### src/rtl/sap1_pkg.sv
// SAP-1 sequencer shared definitions: control-word bit map, opcodes,
// T-state enum and the per-state control-word constants.
package sap1_pkg;

    localparam int CW_W = 12;

    // Control-word bit positions
    localparam int CW_EN_ALU  = 0;
    localparam int CW_ADD_SUB = 1;
    localparam int CW_L_AR    = 2;
    localparam int CW_EN_AR   = 3;
    localparam int CW_L_OUT   = 4;
    localparam int CW_L_BR    = 5;
    localparam int CW_EN_IR   = 6;
    localparam int CW_L_IR    = 7;
    localparam int CW_EN_MEM  = 8;
    localparam int CW_L_MAR   = 9;
    localparam int CW_EN_PC   = 10;
    localparam int CW_L_PC    = 11;

    // Opcodes (IR[7:4])
    localparam logic [3:0] OP_LDA = 4'h0;
    localparam logic [3:0] OP_ADD = 4'h1;
    localparam logic [3:0] OP_SUB = 4'h2;
    localparam logic [3:0] OP_OUT = 4'hE;
    localparam logic [3:0] OP_HLT = 4'hF;

    typedef enum logic [2:0] {
        S_T1,
        S_T2,
        S_T3,
        S_T4,
        S_T5,
        S_T6,
        S_HALT
    } state_t;

    // Per-state control words
    localparam logic [CW_W-1:0] CW_NOP    = 12'h000;
    localparam logic [CW_W-1:0] CW_FETCH1 = 12'h600;
    localparam logic [CW_W-1:0] CW_FETCH2 = 12'h800;
    localparam logic [CW_W-1:0] CW_FETCH3 = 12'h180;
    localparam logic [CW_W-1:0] CW_ADDR4  = 12'h240;
    localparam logic [CW_W-1:0] CW_LDA5   = 12'h104;
    localparam logic [CW_W-1:0] CW_LDB5   = 12'h120;
    localparam logic [CW_W-1:0] CW_ADD6   = 12'h005;
    localparam logic [CW_W-1:0] CW_SUB6   = 12'h007;
    localparam logic [CW_W-1:0] CW_OUT4   = 12'h018;

    // Map the one-hot ring plus halt flag onto the state enum.
    function automatic state_t ring_state(
        input logic [5:0] ring,
        input logic       halted
    );
        state_t s;
        s = S_T1;
        if (halted)       s = S_HALT;
        else if (ring[1]) s = S_T2;
        else if (ring[2]) s = S_T3;
        else if (ring[3]) s = S_T4;
        else if (ring[4]) s = S_T5;
        else if (ring[5]) s = S_T6;
        return s;
    endfunction

endpackage

### src/rtl/sap1_ring_counter.sv
// One-hot six-state T-state ring with advance, sync clear, early return
// to T1 and a latched halt that freezes the ring at all-zero.
//   clk        : clock
//   i_clr      : synchronous clear to T1 (active-high)
//   i_adv      : advance one T-state this clock
//   i_load_t1  : on advance, jump to T1 instead of rotating
//   i_halt     : on advance, enter halt (ring all-zero)
//   o_ring     : one-hot T-state, bit0 = T1
//   o_halted   : halt latched
module sap1_ring_counter
    import sap1_pkg::*;
(
    input  logic       clk,
    input  logic       i_clr,
    input  logic       i_adv,
    input  logic       i_load_t1,
    input  logic       i_halt,
    output logic [5:0] o_ring,
    output logic       o_halted
);

    logic [5:0] r_ring;
    logic       r_halted;

    always_ff @(posedge clk) begin
        if (i_clr) begin
            r_ring   <= 6'b000001;
            r_halted <= 1'b0;
        end else if (!r_halted && i_adv) begin
            if (i_halt) begin
                r_ring   <= 6'b000000;
                r_halted <= 1'b1;
            end else if (i_load_t1) begin
                r_ring <= 6'b000001;
            end else begin
                r_ring <= {r_ring[4:0], r_ring[5]};
            end
        end
    end

    assign o_ring   = r_ring;
    assign o_halted = r_halted;

endmodule

### src/rtl/sap1_sequencer.sv
// SAP-1 microprogram sequencer: T-state ring plus opcode decode into the
// 12-bit control word, with run/step gating, halt and end-of-instruction.
// Optional build macro SAP1_VARIABLE_MCYCLE_EN: LDA ends after T5, OUT
// and unknown opcodes end after T4; otherwise all take six T-states.
//   clk        : clock
//   mr         : synchronous active-high master reset
//   inst       : opcode IR[7:4], valid from T4
//   run        : free-run advance
//   step       : single-step advance while run=0
//   cw         : control word
//   tstate     : one-hot T-state, zero in halt
//   halted     : halt latched
//   instr_done : final T-state of an instruction on an advancing clock
module sap1_sequencer
    import sap1_pkg::*;
(
    input  logic            clk,
    input  logic            mr,
    input  logic [3:0]      inst,
    input  logic            run,
    input  logic            step,
    output logic [CW_W-1:0] cw,
    output logic [5:0]      tstate,
    output logic            halted,
    output logic            instr_done
);

    logic [5:0]      w_ring;
    logic            w_halted;
    logic            w_adv;
    logic            w_mem_op;
    logic            w_is_hlt;
    logic            w_halt_req;
    logic            w_early;
    logic            w_last;
    logic [CW_W-1:0] w_cw;
    logic [4:0]      w_en;
    state_t          w_state;

    assign w_adv    = run | step;
    assign w_state  = ring_state(w_ring, w_halted);
    assign w_mem_op = (inst == OP_LDA) || (inst == OP_ADD) ||
                      (inst == OP_SUB);
    assign w_is_hlt = (inst == OP_HLT);

    assign w_halt_req = (w_state == S_T4) && w_is_hlt;

`ifdef SAP1_VARIABLE_MCYCLE_EN
    assign w_early = ((w_state == S_T4) && !w_mem_op && !w_is_hlt) ||
                     ((w_state == S_T5) && (inst == OP_LDA));
`else
    assign w_early = 1'b0;
`endif

    // In the variable build T6 is only reached by ADD/SUB.
    assign w_last = (w_state == S_T6) || w_halt_req || w_early;

    sap1_ring_counter u_ring (
        .clk       (clk),
        .i_clr     (mr),
        .i_adv     (w_adv),
        .i_load_t1 (w_early),
        .i_halt    (w_halt_req),
        .o_ring    (w_ring),
        .o_halted  (w_halted)
    );

    always_comb begin
        w_cw = CW_NOP;
        unique case (w_state)
            S_T1: w_cw = CW_FETCH1;
            S_T2: w_cw = CW_FETCH2;
            S_T3: w_cw = CW_FETCH3;
            S_T4: begin
                if (w_mem_op)          w_cw = CW_ADDR4;
                else if (inst == OP_OUT) w_cw = CW_OUT4;
            end
            S_T5: begin
                if (inst == OP_LDA)      w_cw = CW_LDA5;
                else if (inst == OP_ADD) w_cw = CW_LDB5;
                else if (inst == OP_SUB) w_cw = CW_LDB5;
            end
            S_T6: begin
                if (inst == OP_ADD)      w_cw = CW_ADD6;
                else if (inst == OP_SUB) w_cw = CW_SUB6;
            end
            S_HALT: w_cw = CW_NOP;
        endcase
    end

    assign cw         = mr ? CW_NOP : w_cw;
    assign instr_done = !mr && w_adv && w_last;
    assign tstate     = w_ring;
    assign halted     = w_halted;

    // Only one bus driver may be enabled at a time.
    assign w_en = {cw[CW_EN_PC], cw[CW_EN_MEM], cw[CW_EN_IR],
                   cw[CW_EN_AR], cw[CW_EN_ALU]};

    always @(posedge clk) begin
        assert ($onehot0(w_en));
    end

endmodule

### config.mk
export PLATFORM = sky130hd
export DESIGN_NAME = sap1_sequencer
export DESIGN_NICKNAME = d
export VERILOG_FILES = /design/src/rtl/sap1_pkg.sv /design/src/rtl/sap1_ring_counter.sv /design/src/rtl/sap1_sequencer.sv
export SDC_FILE = /design/constraint.sdc
export NUM_CORES = 1
export LEC_CHECK = 0
export CORE_AREA = 4 4 41 43
export DETAILED_ROUTE_END_ITERATION = 16
export DIE_AREA = 0 0 45 47
export PLACE_DENSITY = 0.8
export SLEW_MARGIN = 15
export SYNTH_ARGS = -nofsm -noshare
export SYNTH_HDL_FRONTEND = slang
export SYNTH_HIERARCHICAL = 1
export SYNTH_SLANG_ARGS = --single-unit
### constraint.sdc
create_clock -name clk -period 4.8 [get_ports clk]
set_input_delay 0.72 -clock clk [delete_from_list [all_inputs] [get_ports clk]]
set_output_delay 0.72 -clock clk [all_outputs]
set_load 0.01 [all_outputs]
==> results of run 1 <==
==> through the flow <==
stage,power (uW),cells
floorplan,77.17,76
global placement,93.92,116
detailed placement,94.03,116
CTS,147.4,120
global route,154.4,120
finish,146.7,120
==> registers in the layout, summed over array words and instances (netlist names) <==
register,flops
u_ring/o_ring,6
u_ring/o_halted,1
==> worst min path at each step <==
stage,from,end,slack (ps),cells after the start
final,u_ring/o_ring[0]$_SDFFE_PP1P_,u_ring/o_ring[1]$_SDFFE_PP0P_,490,2
after global routing,u_ring/o_ring[0]$_SDFFE_PP1P_,u_ring/o_ring[1]$_SDFFE_PP0P_,510,2
after CTS,u_ring/o_ring[0]$_SDFFE_PP1P_,u_ring/o_ring[1]$_SDFFE_PP0P_,490,2
after detailed placement,u_ring/o_ring[0]$_SDFFE_PP1P_,u_ring/o_ring[1]$_SDFFE_PP0P_,480,2
after global placement,u_ring/o_ring[0]$_SDFFE_PP1P_,u_ring/o_ring[1]$_SDFFE_PP0P_,480,2
after floorplan,u_ring/o_ring[0]$_SDFFE_PP1P_,u_ring/o_ring[1]$_SDFFE_PP0P_,500,2
==> kinds of logic after synthesis <==
group	synth area share
AND/OR/NAND/NOR	0.4976
AO/OA/AOI/OAI	0.1869
flip-flops	0.2718
buffers and inverters	0.03641
other	0.007275
==> cells in the mapped netlist, drive strengths merged <==
cell and instances:
dfxtp 7, nor4b 1, nor3b 1, or4 1, or3 2, conb 1
nand3 7, nand2 10, o21ai 3, o211ai 1, and4 1, nand4 2
and3 1, nor3 4, buf 1, nor4 1, clkbuf 1, nand2b 2
nor2b 4, inv 2, a21oi 8, nor2 10, a211oi 4
==> layout make-up <==
class,instances,area (um^2),share of cell area
Timing Repair Buffer,27,270.3,0.3283
Inverter,2,7.507,0.009119
Tap cell,15,18.77,0.02280
Sequential cell,7,140.1,0.1702
Clock buffer,4,26.28,0.03191
Multi-Input combinational cell,65,360.3,0.4377
==> power groups by stage <==
stage / Sequential (uW) / Clock [uW] / Combinational (uW)
6_report: 61.7 / 53.4 / 31.7
5_1_grt: 62.0 / 57.7 / 34.7
4_1_cts: 61.7 / 54.2 / 31.6
3_5_place_dp: 62.8 / 0 / 31.3
3_3_place_gp: 62.8 / 0 / 31.1
2_1_floorplan: 63.1 / 0 / 14.0
==> worst max-delay path, delay by kind of cell <==
kind                   cells  cell delay (ps)
buffers and inverters      2             1240
AND/OR/NAND/NOR            2              690
==> routing by layer <==
layer / track usage / routed length, um / up-vias
met2: 0.2401 / 630 / 22
met1: 0.1913 / 665 / 276
met3: 0.01149 / 92 / 2
li1: - / - / 329
met5: 0 / 0 / -
met4: 0.08772 / 19 / 0
==> impl_metrics.csv, run 1 <==
group,metric,value,unit
job,cap_violations,0,
power,p_comb_frac,0.216,
placed_design,routabilityCongestion,0.7900,
yosys,synth.area.top_cells,"dfxtp_1 (27%), nand2_1 (7.3%), nor2_1 (7.3%), a21oi_1 (6.8%), nand3_1 (6.8%)",
die,rows,13,
clocking,numCtsBuffers,3,
global_route,grt_pass1_wl,2.373,mm
clocking,ctsLongestPathBuffers,2,
routing,routedWlPerCell,11.73,um
critical_path,r2r_cells,6,
power,swShare,0.2671,
placed_design,place_area,797.0,um^2
critical_path,endpoint,"cw[1]",
global_route,gr-total-overflow,0,
timing,rsz0062_at_grt,"no",
critical_path,cp.required,4080,ps
timing,worst_pin_slew,542.6,ps
layout,mostFrequentLayoutCell,"clkdlybuf4s50_1",
placed_design,hpwl,1.091,mm
power,peakVddDrop,0.1306,mV
die,ios,28,
clocking,cts.sinks,7,
yosys,synthDistinctLibCells,26,
critical_path,endpoint_kind,"output port",
layout,design_area,823.3,um^2
clocking,cts_htree_levels,1,
timing,skew,1.230,ps
routing,drtPass1Iterations,4,
placed_design,numPortBuffers,27,
yosys,yosysWarnings,6,
power,p_int,107.6,uW
routing,drc,0,
routing,vias,629,
routing,drtAntennaViolNets,0,
power,power.leakage,0.0002854,uW
critical_path,reg2reg_to,"u_ring/o_ring[3]$_SDFFE_PP0P_",
yosys,ys_ff_latch,7,
layout,final_core_utilization,0.6327,
global_route,grt_usage,0.1478,
timing,holdWs,493.7,ps
hold_path,min_path_type,"register to register",
outcome,status,"finished, final reports clean",
timing,setup_ws,1436,ps
die,fp.dieH,47,um
placed_design,dpl_worst_slack,1442,ps
die,dieArea,0.002115,mm^2
routing,drt-total-wl,1.408,mm
global_route,antenna_found_initial,0,
global_route,grt_pass1_vias,554,
layout,layout_common_cells,"clkdlybuf4s50_1 (27), nor2_1 (10), nand2_1 (10)",
critical_path,cpMaxStageDelayCell,"clkdlybuf4s50_1",
layout,drive_gt1_frac,0.06667,
critical_path,ff2ff_setup_slack,3270,ps
die,core,0.001301,mm^2
timing,relSlewSlack,0.6372,
power,seqPwrFrac,0.420,
timing,period_share,0.7008,
power,clockPowerShare,0.364,
yosys,synth_top_cell_by_area,"dfxtp_1",
timing,report.final.slew_viol_count,0,
layout,antenna_cells,0,
yosys,synth_top_area_frac,0.2718,
critical_path,cp_common_cell,"clkdlybuf4s50_1",
clocking,tritoncts,"yes",
critical_path,r2r_start,"u_ring/o_halted$_SDFFE_PP0P_",
power,p_switching,39.19,uW
global_route,grt_max_degree,17,
layout,syn_to_final_growth,59.71,%
critical_path,path_cells,"clkdlybuf4s50_1 > or3_1 > nor3_1 > clkdlybuf4s50_1",
clocking,hold_buffers,0,
clocking,cts_setup_buffers,0,
layout,n_fill_cell,135,
clocking,clock_latency,250,ps
critical_path,cp.arrival,2640,ps
critical_path,slowest_delay,680,ps
routing,viasPerCell,5.242,
timing,finalHoldViolCount,0,
clocking,clkSlewWorstSetupHoldPaths,50,ps
die,die_x,45,um
timing,tns,0,ps
timing,timing.fmax,297.3,MHz
die,start_util,0.3962,
yosys,netlist_area,515.5,um^2
critical_path,worstSetupPathType,"primary input to output port",
yosys,syn_inst,75,
clocking,cts_resized,0,
power,cellPowerDensity,178.2,mW/mm^2
critical_path,startpoint,"mr",
timing,setup-violations-final,0,
timing,fin_crit,3364,ps
layout,final_nets,114,
clocking,cts_root_buf,"clkbuf_4",
yosys,synth_seq_area_share,0.2718,
critical_path,crit_fanout,16,
yosys,syn_avg_cell_area,6.873,um^2
routing,drt_iter0_drc,10,
critical_path,startpoint_type,"primary input",
Note: power is estimated with default switching activity, not from simulation.
==> run 2: changes to the inputs <==
CORE_AREA = unset   (was 4 4 41 43)
CORE_MARGIN = 4   (was unset)
CORE_UTILIZATION = 37   (was unset)
DIE_AREA = unset   (was 0 0 45 47)
PLACE_DENSITY = 0.77   (was 0.8)
clock period = 3.4 ns   (was 4.8 ns; I/O delays follow)
==> impl_metrics.csv, run 2 (same netlist as run 1, synthesis figures left out) <==
group,metric,value,unit
clocking,cts_resized,0,
clocking,cts_root_buf,"clkbuf_4",
die,dieArea,0.002054,mm^2
layout,largest_reg_flops,6,
power,power.leakage,0.0002902,uW
power,p_comb_frac,0.222,
global_route,grt_pass1_wl,2.546,mm
layout,layout_common_cells,"clkdlybuf4s50_1 (27), nor2_1 (10), nand2_1 (10)",
clocking,cts.sinks,7,
placed_design,dp_cells,117,
routing,routedWlPerCell,12.44,um
timing,finalHoldViolCount,0,
routing,drtPass1Iterations,4,
clocking,numCtsBuffers,3,
global_route,grt_pass1_vias,608,
power,seqPwrFrac,0.419,
timing,fin_crit,2823,ps
timing,skew,1.201,ps
layout,final_nets,115,
global_route,grt_usage,0.1667,
clocking,clock_latency,250,ps
power,swShare,0.2657,
critical_path,worstSetupPathType,"primary input to output port",
clocking,hold_buffers,0,
routing,drc,0,
critical_path,endpoint_kind,"output port",
critical_path,cp.required,2890,ps
layout,mostFrequentLayoutCell,"clkdlybuf4s50_1",
placed_design,place_area,804.5,um^2
layout,drive_gt1_frac,0.07547,
power,clockPowerShare,0.359,
layout,fin_cells,121,
die,die_x,45.33,um
outcome,status,"finished, final reports clean",
timing,tns,0,ps
routing,drt-total-wl,1.505,mm
clocking,cts_htree_levels,1,
timing,report.final.slew_viol_count,0,
placed_design,routabilityCongestion,0.9095,
placed_design,numPortBuffers,27,
die,fp.dieH,45.33,um
placed_design,hpwl,1.173,mm
global_route,grt_max_degree,15,
routing,drt_iter0_drc,12,
critical_path,crit_fanout,7,
power,p_switching,55.22,uW
clocking,cts_setup_buffers,0,
routing,viasPerCell,5.463,
power,p_int,152.6,uW
clocking,ctsLongestPathBuffers,2,
clocking,clkSlewWorstSetupHoldPaths,50,ps
timing,period_share,0.8302,
timing,timing.fmax,354.3,MHz
die,rows,13,
routing,drtAntennaViolNets,0,
layout,syn_to_final_growth,61.17,%
critical_path,startpoint_type,"primary input",
hold_path,min_path_type,"register to register",
layout,antenna_cells,0,
critical_path,cp.arrival,2310,ps
power,peakVddDrop,0.1833,mV
timing,rsz0062_at_grt,"no",
global_route,gr-total-overflow,0,
layout,design_area,830.8,um^2
die,start_util,0.3962,
clocking,tritoncts,"yes",
power,cellPowerDensity,250.2,mW/mm^2
job,cap_violations,0,
die,ios,28,
routing,vias,661,
global_route,antenna_found_initial,0,
die,core,0.001301,mm^2
timing,setup-violations-final,0,
## run 2: cell count changes in the layout (fill, tap and decap cells not counted), sizes merged
cell,previous run,this run
buf,0,1
## run 2: power groups by stage
stage	Sequential, uW	Combinational (uW)	Clock (uW)
floorplan	89.1	19.8	0
global placement	88.7	45.1	0
detailed placement	88.7	45.4	0
CTS	87.1	45.7	78.5
global route	87.5	50.1	83.1
finish	87.1	46.1	74.7
## run 2: critical path, stage by stage
cell,delay [ps]
clkdlybuf4s50_1,500
a211oi_1,360
nand4_1,130
a211oi_1,240
clkdlybuf4s50_1,570
## run 2: routing by layer
| metal | track usage | up-vias | share of wire |
|---|---|---|---|
| met2 | 0.2542 | 28 | 0.48 |
| met5 | 0 | - | 0 |
| met3 | 0.01594 | 0 | 0.078 |
| met1 | 0.2243 | 302 | 0.44 |
| met4 | 0.09942 | 0 | 0 |
| li1 | - | 331 | - |
## run 2: stage by stage
step	total power [uW]	util	worst slack, ps	hold slack [ps]
CTS	211.2	0.6385	574.8	491.6
finish	207.8	0.6385	577.4	489.8
global placement	133.8	0.6183	596.6	483.6
floorplan	108.9	-	1459	498.6
detailed placement	134.1	0.6183	593.6	478.4
global route	220.7	0.6385	361.7	529.8
## run 2: area by class of cell
type | count | area (um^2)
fill | 132 | 470.5
multi-input combinational | 65 | 360.3
timing repair buffer | 28 | 277.8
sequential | 7 | 140.1
clock buffer | 4 | 26.28
tap | 15 | 18.77
inverter | 2 | 7.507
## run 2: path summary, 6_finish.rpt
| kind | depth (start not counted) | to | slack [ps] | startpoint |
|---|---|---|---|---|
| worst min register to register | 2 | u_ring/o_ring[1]$_SDFFE_PP0P_ | 490 | u_ring/o_ring[0]$_SDFFE_PP1P_ |
| worst min-delay path | 2 | u_ring/o_ring[1]$_SDFFE_PP0P_ | 490 | u_ring/o_ring[0]$_SDFFE_PP1P_ |
| worst max-delay path | 5 | cw[8] | 580 | inst[0] |
| worst max register to register | 6 | u_ring/o_ring[4]$_SDFFE_PP0P_ | 1820 | u_ring/o_halted$_SDFFE_PP0P_ |
